**config.mk**
```make
export PLATFORM = sky130hd
export DESIGN_NAME = imem_pipe
export DESIGN_NICKNAME = d
export VERILOG_FILES = /design/src/rtl/imem_pipe.sv
export SDC_FILE = /design/constraint.sdc
export NUM_CORES = 2
export LEC_CHECK = 0
export CORE_ASPECT_RATIO = 1.2
export CORE_MARGIN = 2
export CORE_UTILIZATION = 54
export DETAILED_ROUTE_END_ITERATION = 7
export GPL_ROUTABILITY_DRIVEN = 1
export GPL_TIMING_DRIVEN = 0
export PLACE_DENSITY_LB_ADDON = 0.3
export REMOVE_ABC_BUFFERS = 1
export SLEW_MARGIN = 10
export SYNTH_ARGS = -nofsm -noshare
export SYNTH_HDL_FRONTEND = slang
export SYNTH_SLANG_ARGS = --single-unit
export TNS_END_PERCENT = 5
```
**constraint.sdc**
```tcl
create_clock -name clk -period 9.8 [get_ports clk]
set_input_delay 2.94 -clock clk [delete_from_list [all_inputs] [get_ports clk]]
set_output_delay 2.94 -clock clk [all_outputs]
set_load 0.05 [all_outputs]
```
**src/rtl/imem_pipe.sv**
```systemverilog
// Instruction memory with byte-enable writes, a pipelined fetch port of configurable
// latency with out-of-range error reporting, and a one-word-per-cycle clear sequencer.
module imem_pipe #(
    parameter int unsigned WIDTH    = 32,
    parameter int unsigned DEPTH    = 64,
    parameter int unsigned ADDR_W   = 8,
    parameter int unsigned READ_LAT = 1
) (
    input  logic                  clk,
    input  logic                  rst_n,
    input  logic                  i_req,
    input  logic [ADDR_W-1:0]     i_addr,
    output logic [WIDTH-1:0]      i_data,
    output logic                  i_valid,
    output logic                  i_err,
    input  logic                  wre,
    input  logic [ADDR_W-1:0]     wr_addr,
    input  logic [WIDTH-1:0]      wr_data,
    input  logic [WIDTH/8-1:0]    wr_be,
    input  logic                  clr_start,
    output logic                  busy
);

    localparam int unsigned NB       = WIDTH / 8;
    localparam int unsigned IDX_W    = (DEPTH > 1) ? $clog2(DEPTH) : 1;
    localparam logic [ADDR_W:0]    DEPTH_X  = (ADDR_W + 1)'(DEPTH);
    localparam logic [IDX_W-1:0]   LAST_IDX = IDX_W'(DEPTH - 1);

    typedef enum logic {
        IDLE,
        CLEAR
    } state_e;

    logic [WIDTH-1:0] mem_q [DEPTH];

    state_e           state_q, state_d;
    logic [IDX_W-1:0] cnt_q, cnt_d;
    logic             busy_q, busy_d;

    logic [READ_LAT-1:0] vld_q, vld_d;
    logic [READ_LAT-1:0] err_q, err_d;
    logic [WIDTH-1:0]    dat_q [READ_LAT];
    logic [WIDTH-1:0]    dat_d [READ_LAT];

    logic [IDX_W-1:0] wr_idx_c, rd_idx_c;
    logic             wr_ok_c, clr_we_c, rd_acc_c, rd_oob_c;
    logic [WIDTH-1:0] wr_old_c, wr_merged_c, rd_word_c;

    // Address decode and byte-lane merge for the write port
    always_comb begin
        wr_idx_c = wr_addr[IDX_W-1:0];
        rd_idx_c = i_addr[IDX_W-1:0];
        clr_we_c = (state_q == CLEAR);
        wr_ok_c  = wre && (state_q == IDLE) && ({1'b0, wr_addr} < DEPTH_X);
        rd_acc_c = i_req && (state_q == IDLE);
        rd_oob_c = ({1'b0, i_addr} >= DEPTH_X);
        wr_old_c = mem_q[wr_idx_c];
        wr_merged_c = wr_old_c;
        for (int b = 0; b < NB; b++) begin
            if (wr_be[b]) begin
                wr_merged_c[8*b +: 8] = wr_data[8*b +: 8];
            end
        end
        // Write-first: a same-edge write to the fetched word is forwarded
        rd_word_c = mem_q[rd_idx_c];
        if (wr_ok_c && (wr_addr == i_addr)) begin
            rd_word_c = wr_merged_c;
        end
    end

    // Clear sequencer next state
    always_comb begin
        state_d = state_q;
        cnt_d   = cnt_q;
        case (state_q)
            IDLE: begin
                if (clr_start) begin
                    state_d = CLEAR;
                    cnt_d   = '0;
                end
            end
            CLEAR: begin
                cnt_d = cnt_q + 1'b1;
                if (cnt_q == LAST_IDX) begin
                    state_d = IDLE;
                    cnt_d   = '0;
                end
            end
            default: begin
                state_d = IDLE;
                cnt_d   = '0;
            end
        endcase
        busy_d = (state_d == CLEAR);
    end

    // Read pipeline: stage 0 captures the fetch, later stages shift it along
    always_comb begin
        vld_d    = '0;
        err_d    = '0;
        vld_d[0] = rd_acc_c;
        err_d[0] = rd_acc_c && rd_oob_c;
        dat_d[0] = (rd_acc_c && !rd_oob_c) ? rd_word_c : '0;
        for (int i = 1; i < READ_LAT; i++) begin
            vld_d[i] = vld_q[i-1];
            err_d[i] = err_q[i-1];
            dat_d[i] = dat_q[i-1];
        end
    end

    always_ff @(posedge clk or negedge rst_n) begin
        if (!rst_n) begin
            state_q <= IDLE;
            cnt_q   <= '0;
            busy_q  <= 1'b0;
            vld_q   <= '0;
            err_q   <= '0;
            for (int i = 0; i < READ_LAT; i++) begin
                dat_q[i] <= '0;
            end
        end else begin
            state_q <= state_d;
            cnt_q   <= cnt_d;
            busy_q  <= busy_d;
            vld_q   <= vld_d;
            err_q   <= err_d;
            for (int i = 0; i < READ_LAT; i++) begin
                dat_q[i] <= dat_d[i];
            end
        end
    end

    // Storage array is deliberately not reset
    always_ff @(posedge clk) begin
        if (clr_we_c) begin
            mem_q[cnt_q] <= '0;
        end else if (wr_ok_c) begin
            mem_q[wr_idx_c] <= wr_merged_c;
        end
    end

    assign i_valid = vld_q[READ_LAT-1];
    assign i_err   = err_q[READ_LAT-1];
    assign i_data  = dat_q[READ_LAT-1];
    assign busy    = busy_q;

endmodule

```
# ---- After elaboration in Yosys (flattened, before gate mapping)
# Memory sizes are Yosys's and may differ from the RTL's.
# Cells that the tools add are included.
# W data, S select, Z words.
dict set report word_totals {
  regBits 41
  ram_bits 2048
  inputBits 57
  output_inout_bits 35
  elab_cells 41
  mem_count 1
}
# memory words word_bits read_ports rd_ports_with_merged_regs write_ports line_no
set memory_table {}
lappend memory_table {mem_q 64 32 2 0 1 34} ;# logic [WIDTH-1:0] mem_q [DEPTH];
dict set report op_classes {
  addsub 1
  magnitude_cmp 2
  eq_ne 3
  n_mux 20
  bitwise_logic 1
  n_reduce_logical 8
}
# cell n
set op_table {}
lappend op_table {{$mux W32} 3}
lappend op_table {{$mux W8} 4}
lappend op_table {{$reduce_or A32 Y1} 1}
lappend op_table {{$mux W6} 3}
lappend op_table {{$pmux W6 S2} 1}
lappend op_table {{$eq A8 B8 Y1} 1}
lappend op_table {{$ge A8 B7 Y1 const B} 1}
lappend op_table {{$lt A8 B7 Y1 const B} 1}
lappend op_table {{$mux W1} 8}
lappend op_table {{$add A6 B1 Y6 const B} 1}
lappend op_table {{$eq A6 B6 Y1 const B} 1}
lappend op_table {{$logic_and A1 B1 Y1} 6}
lappend op_table {{$ne A2 B2 Y1 const B} 1}
lappend op_table {{$pmux W1 S2} 1}
lappend op_table {{$logic_not A1 Y1} 1}
lappend op_table {{$not A1 Y1} 1}

# ---- Depth between registers and ports, before layout
dict set report logic_depth {
  depth_word 8
  ltp_mapped 11
  depth_no_buf 6
}

# ---- Worst setup path before layout
# OpenSTA, ideal clock, no wires.
dict set report synth_timing {
  kind {input port to flip-flop}
  startpoint {input port wr_addr[0]}
  endpoint {memory mem_q[0][15] (data pin)}
  setup_ps 681
  arrival_time_ps 6792
  required_ps 9119
  slack_ps 2327
  stages 11
  n_path_buf 5
  cell_sequence {buf_2 > buf_6 > buf_4 > nor2_1 > buf_2 > clkbuf_1 > a221oi_1 > nand2_1 > nand3_1 > a211oi_1 > nor3_1}
}
dict set report synth_via {
  elab_chain_len 7
  elab_cells_between_ends 9
  cone_classes {order compare: 1; mux: 5; reduce/logical: 2; memory: 1}
}
# item line_no
set synth_lines {}
lappend synth_lines {{start, declared} 17} ;# input logic [ADDR_W-1:0] wr_addr,
lappend synth_lines {{$lt A8 B7 Y1} 54} ;# wr_ok_c = wre && (state_q == IDLE) && ({1'b0, wr_addr} < DEPTH_X);
lappend synth_lines {{$logic_and A1 B1 Y1} 54}
lappend synth_lines {{$mux W1} 137} ;# end else if (wr_ok_c) begin
lappend synth_lines {{$mux W1} 135} ;# if (clr_we_c) begin
lappend synth_lines {{$mux W1 (implied by the code)} 138} ;# mem_q[wr_idx_c] <= wr_merged_c;
lappend synth_lines {{$reduce_or A32 Y1 (no source line)} n/a}
lappend synth_lines {{$mux W32 (no source line) *} n/a}
lappend synth_lines {{end, declared} 34}
# Mark *: on every way between the ends. The rest lies on a longest branch, timed or not.

# ---- Final worst setup path
dict set report layout_timing {
  startpoint {input port wr_addr[1]}
  endpoint {memory mem_q[1][16] (data pin)}
}
# Same word-level chain as after synthesis.

==> flow_results.org <==
** Status
- The flow ran to the end, and the final reports show no timing, DRC or antenna violations.

** Floorplan
- Full die area :: 182000 sq um
- In this run the vertical extent of the chip is 467 microns.
- In this run the count of I/O pins placed on the die edge is 92.
- Floorplan core area :: 177000 sq um
- In this run the core area contains 169 standard-cell rows.
- Initial Util :: 54.4%
- In this run the horizontal extent of the chip is 390 microns.

** STA
- Final Hold Fails :: 0
- Across the routed clock network, the largest skew measured is 0.0438 ns.
- Maximum clock frequency :: 132 MHz
- Headroom to the max-slew limit came out at 20.8%.
- Number of pins exceeding their max-slew limit in the final report :: 0
- Setup violation total in the final timing report :: 0
- Portion of the clock cycle consumed by the worst path in the final layout :: 77.4%
- At the pin with the least slew margin, the transition time is 1.17 ns.
- Period minus WS final :: 7.58 ns
- RSZ-0062 raised after global routing :: false

** Logic synthesis
- Mapped Area :: 96400 sq um
- Synthesis Warnings :: 0
- Synthesis handed over a netlist of 5160 instances.
- Post-synthesis register bit count :: 2089
- Fraction of the yosys area taken by sequential cells :: 64.9%
- A synthesized cell averages 18.7 sq um.
- Number of unique standard cell types used by synthesis :: 43

** Clock tree
- Cts-stage hold buffer count :: 0
- CTS tree :: built
- Clock tree synthesis found a total of 2089 sinks.
- CTS H-Tree Depth :: 4
- CTS placed an instance of clkbuf_16 at the clock tree root.
- Clock transition at the register clock pins on the worst setup and hold paths after CTS :: 0.06 ns
- CTS Buffer Depth :: 3
- TritonCTS buffer count :: 196
- In this run the post-CTS setup repair buffer count came out at 0.
- In this run, post-CTS repair resized a total of 0 instances.
- The clock reaches the later pin of the worst-skew pair after 0.88 ns.

** Global route
- The number of antenna violations at the first check in global routing was 15.
- GR Util All Layers :: 36.6%
- The via count of the first global-routing pass is 61284.
- Pin count of the biggest net entering global routing :: 135
- For this run the aggregate overflow at the end of global routing stands at 0.
- Wire length of the first global-routing pass :: 460000 microns

** Finish
- Sequential cell area :: 62500 sq um
- Fraction of layout instances using a drive strength above 1 :: 28.1%
- Compared with the post-synthesis result, the final layout area differs by 15.9%.
- At the end of the flow, the number of nets in the layout was 5437.
- Number of fill cells :: 11496
- After routing the design area is 112000 sq um.
- Area of the multi-input gates :: 32700 sq um
- Measured on the finished design, the core utilization comes to 63.1%.

** Power
- Of the total power, registers draw 50.1%.
- Dividing total power by cell area gives a power density of 185 nW/um^2.
- Maximum vdd ir drop :: 0.000246 V
- In this run the static leakage power is 0.0380 uW.
- Per report_power, the combinational group accounts for 13.2% of the total.
- Internal power comes to 15400 uW.
- Post-layout power :: 20700 uW
- Net switching is 25.7% of the power.
- Clock network power share :: 36.7%
- P_sw :: 5300 uW

** Worst setup path
- Crit path capture :: mem_q[1][16]
- The worst setup path is launched from an input port.
- Worst-case reg-to-reg path depth :: 7
- For the worst setup path, the data arrival time is 8.19 ns.
- In this run the critical register-to-register path is captured at mem_q[32][18].
- Worst endpoint required time :: 10.40 ns
- By startpoint and endpoint, the worst setup path is classified as input port to flop.
- The most critical setup path has its startpoint at wr_addr[1].
- Worst reg-to-reg setup slack :: 4.96 ns
- Along the worst path, the maximum fanout reaches 132.
- The worst setup path is captured at a flop.
- The worst register-to-register path begins at busy.

** Route
- Once detail routing completed, the nets flagged for antenna violations numbered 0.
- Detailed router's first-iteration violation count :: 10678
- For this run, design rule violations remaining after detail routing come to 0.
- After detailed routing, the number of vias per cell comes to 7.76.
- The first TritonRoute pass finished after 7 iterations.
- Overall via count from detail_route :: 61034
- For this block, the routed nets add up to 332000 microns of wire.
- Routed wire per std cell :: 42.2 microns

** Flow run
- The tool flagged a number of max-cap violations equal to 0.

** Hold path
- Counting instances, the worst hold path has a depth of 1.
- The tightest min-delay check is of the flop to flop type.
- The worst hold path begins at cnt_q[5].

** Place
- At the end of routability-driven placement, the weighted congestion stood at 0.805.
- Summing all placed instances gives a cell area of 105000 sq um.
- The wire-length estimate of the detail-placed layout is 217000 microns.
- Number of I/O port buffers :: 91
[metrics by stage]
| step | setup TNS, ns | instances | setup WS, ns | hold slack (ns) |
|---|---|---|---|---|
| floorplan | -2022.26 | 4742 | -1.05 | 0.491 |
| global placement | - | 7141 | -77.80 | 0.525 |
| detailed placement | 0 | 7489 | 1.44 | 0.571 |
| CTS | 0 | 7854 | 2.34 | 0.584 |
| global route | 0 | 7855 | 2.18 | 0.629 |
| finish | 0 | 7862 | 2.22 | 0.614 |
[state kept, by name, summed over array words and instances (netlist names)]
name	count
busy	1
mem_q	2048
cnt_q	6
i_data	32
i_err	1
i_valid	1
[how the worst min path moves through the flow]
| stage | endpoint | slack (ns) |
|---|---|---|
| floorplan | cnt_q[5] | 0.49 |
| global placement | cnt_q[5] | 0.53 |
| detailed placement | cnt_q[5] | 0.57 |
| CTS | cnt_q[5] | 0.58 |
| global route | cnt_q[5] | 0.63 |
| finish | cnt_q[5] | 0.61 |
[cell families (layout without fill, tap and decap cells)]
group | after synthesis | after routing | synth area share, %
other | 0 | 8 | 0
adders and majority gates | 1 | 1 | 0.0130
AOI/OAI and AO/OA | 723 | 723 | 5.53
and+or+nand+nor | 536 | 536 | 2.74
buffers and inverters | 427 | 813 | 2.03
DFF | 2089 | 2089 | 64.9
muxes | 1377 | 1377 | 24.7
xor gates and xnor gates | 7 | 7 | 0.0636
[critical path, stage by stage]
cell      delay, ns
buf_16         0.45
buf_16         0.54
buf_16         0.53
buf_16         0.55
mux4_2         0.41
o21ai_0        0.23
o21ai_0        0.23
a211oi_1       0.71
nor3_2         0.27
buf_4          0.28
buf_4          0.21
buf_6          0.16
[power by group through the flow]
stage | Clock, uW | Sequential [uW] | Combinational, uW
2_1_floorplan | 0 | 10500 | 1090
3_3_place_gp | 0 | 10600 | 3840
3_5_place_dp | 0 | 10500 | 2610
4_1_cts | 7600 | 10300 | 2630
5_1_grt | 7940 | 10400 | 2740
6_report | 7590 | 10300 | 2730
[cell usage after synthesis (all sizes together)]
master | count | area (sq um)
ha | 1 | 12.5
nand4 | 5 | 31.3
mux2i | 573 | 5740
o41ai | 1 | 8.76
or4b | 1 | 10.0
and2 | 2 | 12.5
mux4 | 804 | 18100
dfrtp | 41 | 1030
nand2 | 131 | 492
a221oi | 128 | 1120
a211oi | 92 | 691
a21oi | 2 | 10.0
nor2b | 97 | 607
clkbuf | 202 | 758
o21ai | 101 | 505
a41oi | 1 | 8.76
inv | 9 | 33.8
o311ai | 32 | 280
nand2b | 36 | 225
o22ai | 4 | 25.0
a22oi | 320 | 2400
xnor2 | 7 | 61.3
o31ai | 5 | 42.5
and3 | 3 | 18.8
o31a | 1 | 8.76
nand3b | 2 | 15.0
a31oi | 35 | 219
o21a | 1 | 7.51
nand3 | 134 | 671
buf | 216 | 1170
or3 | 7 | 43.8
nor3b | 2 | 15.0
nor4b | 1 | 15.0
edfxtp | 2048 | 61500
nor3 | 36 | 180
or3b | 1 | 8.76
nor2 | 78 | 293
[cell type report]
cell class | count | area share (%)
clock buffer | 256 | 4.73
inverter | 9 | 0.0325
sequential | 2089 | 56.0
multi-input combinational | 2644 | 29.3
timing repair buffer | 439 | 6.50
antenna | 8 | 0.0179
tap | 2308 | 2.59
clock inverter | 109 | 0.881
[layout by cell type (no fill, tap or decap), types with 67 or more instances in the layout]
| cell | n |
|---|---|
| a22oi_1 | 320 |
| edfxtp_1 | 2048 |
| nand2_1 | 129 |
| nand3_1 | 134 |
| a221oi_1 | 128 |
| a211oi_1 | 92 |
| clkdlybuf4s50_1 | 76 |
| o21ai_0 | 67 |
| buf_12 | 125 |
| mux2i_1 | 573 |
| buf_16 | 95 |
| clkbuf_16 | 202 |
| nor2_4 | 70 |
| mux4_2 | 804 |
| nor2b_1 | 95 |
[metal layers]
metal  global-route usage (%)  wire length, microns  vias to the layer above
met5                        0                    60                        -
met4                     24.4                 27100                        8
met1                     45.6                105000                    31166
li1                         -                     -                    22597
met2                     55.2                150000                     5723
met3                     11.9                 49600                     1540
(Power assumes the default switching activity.)
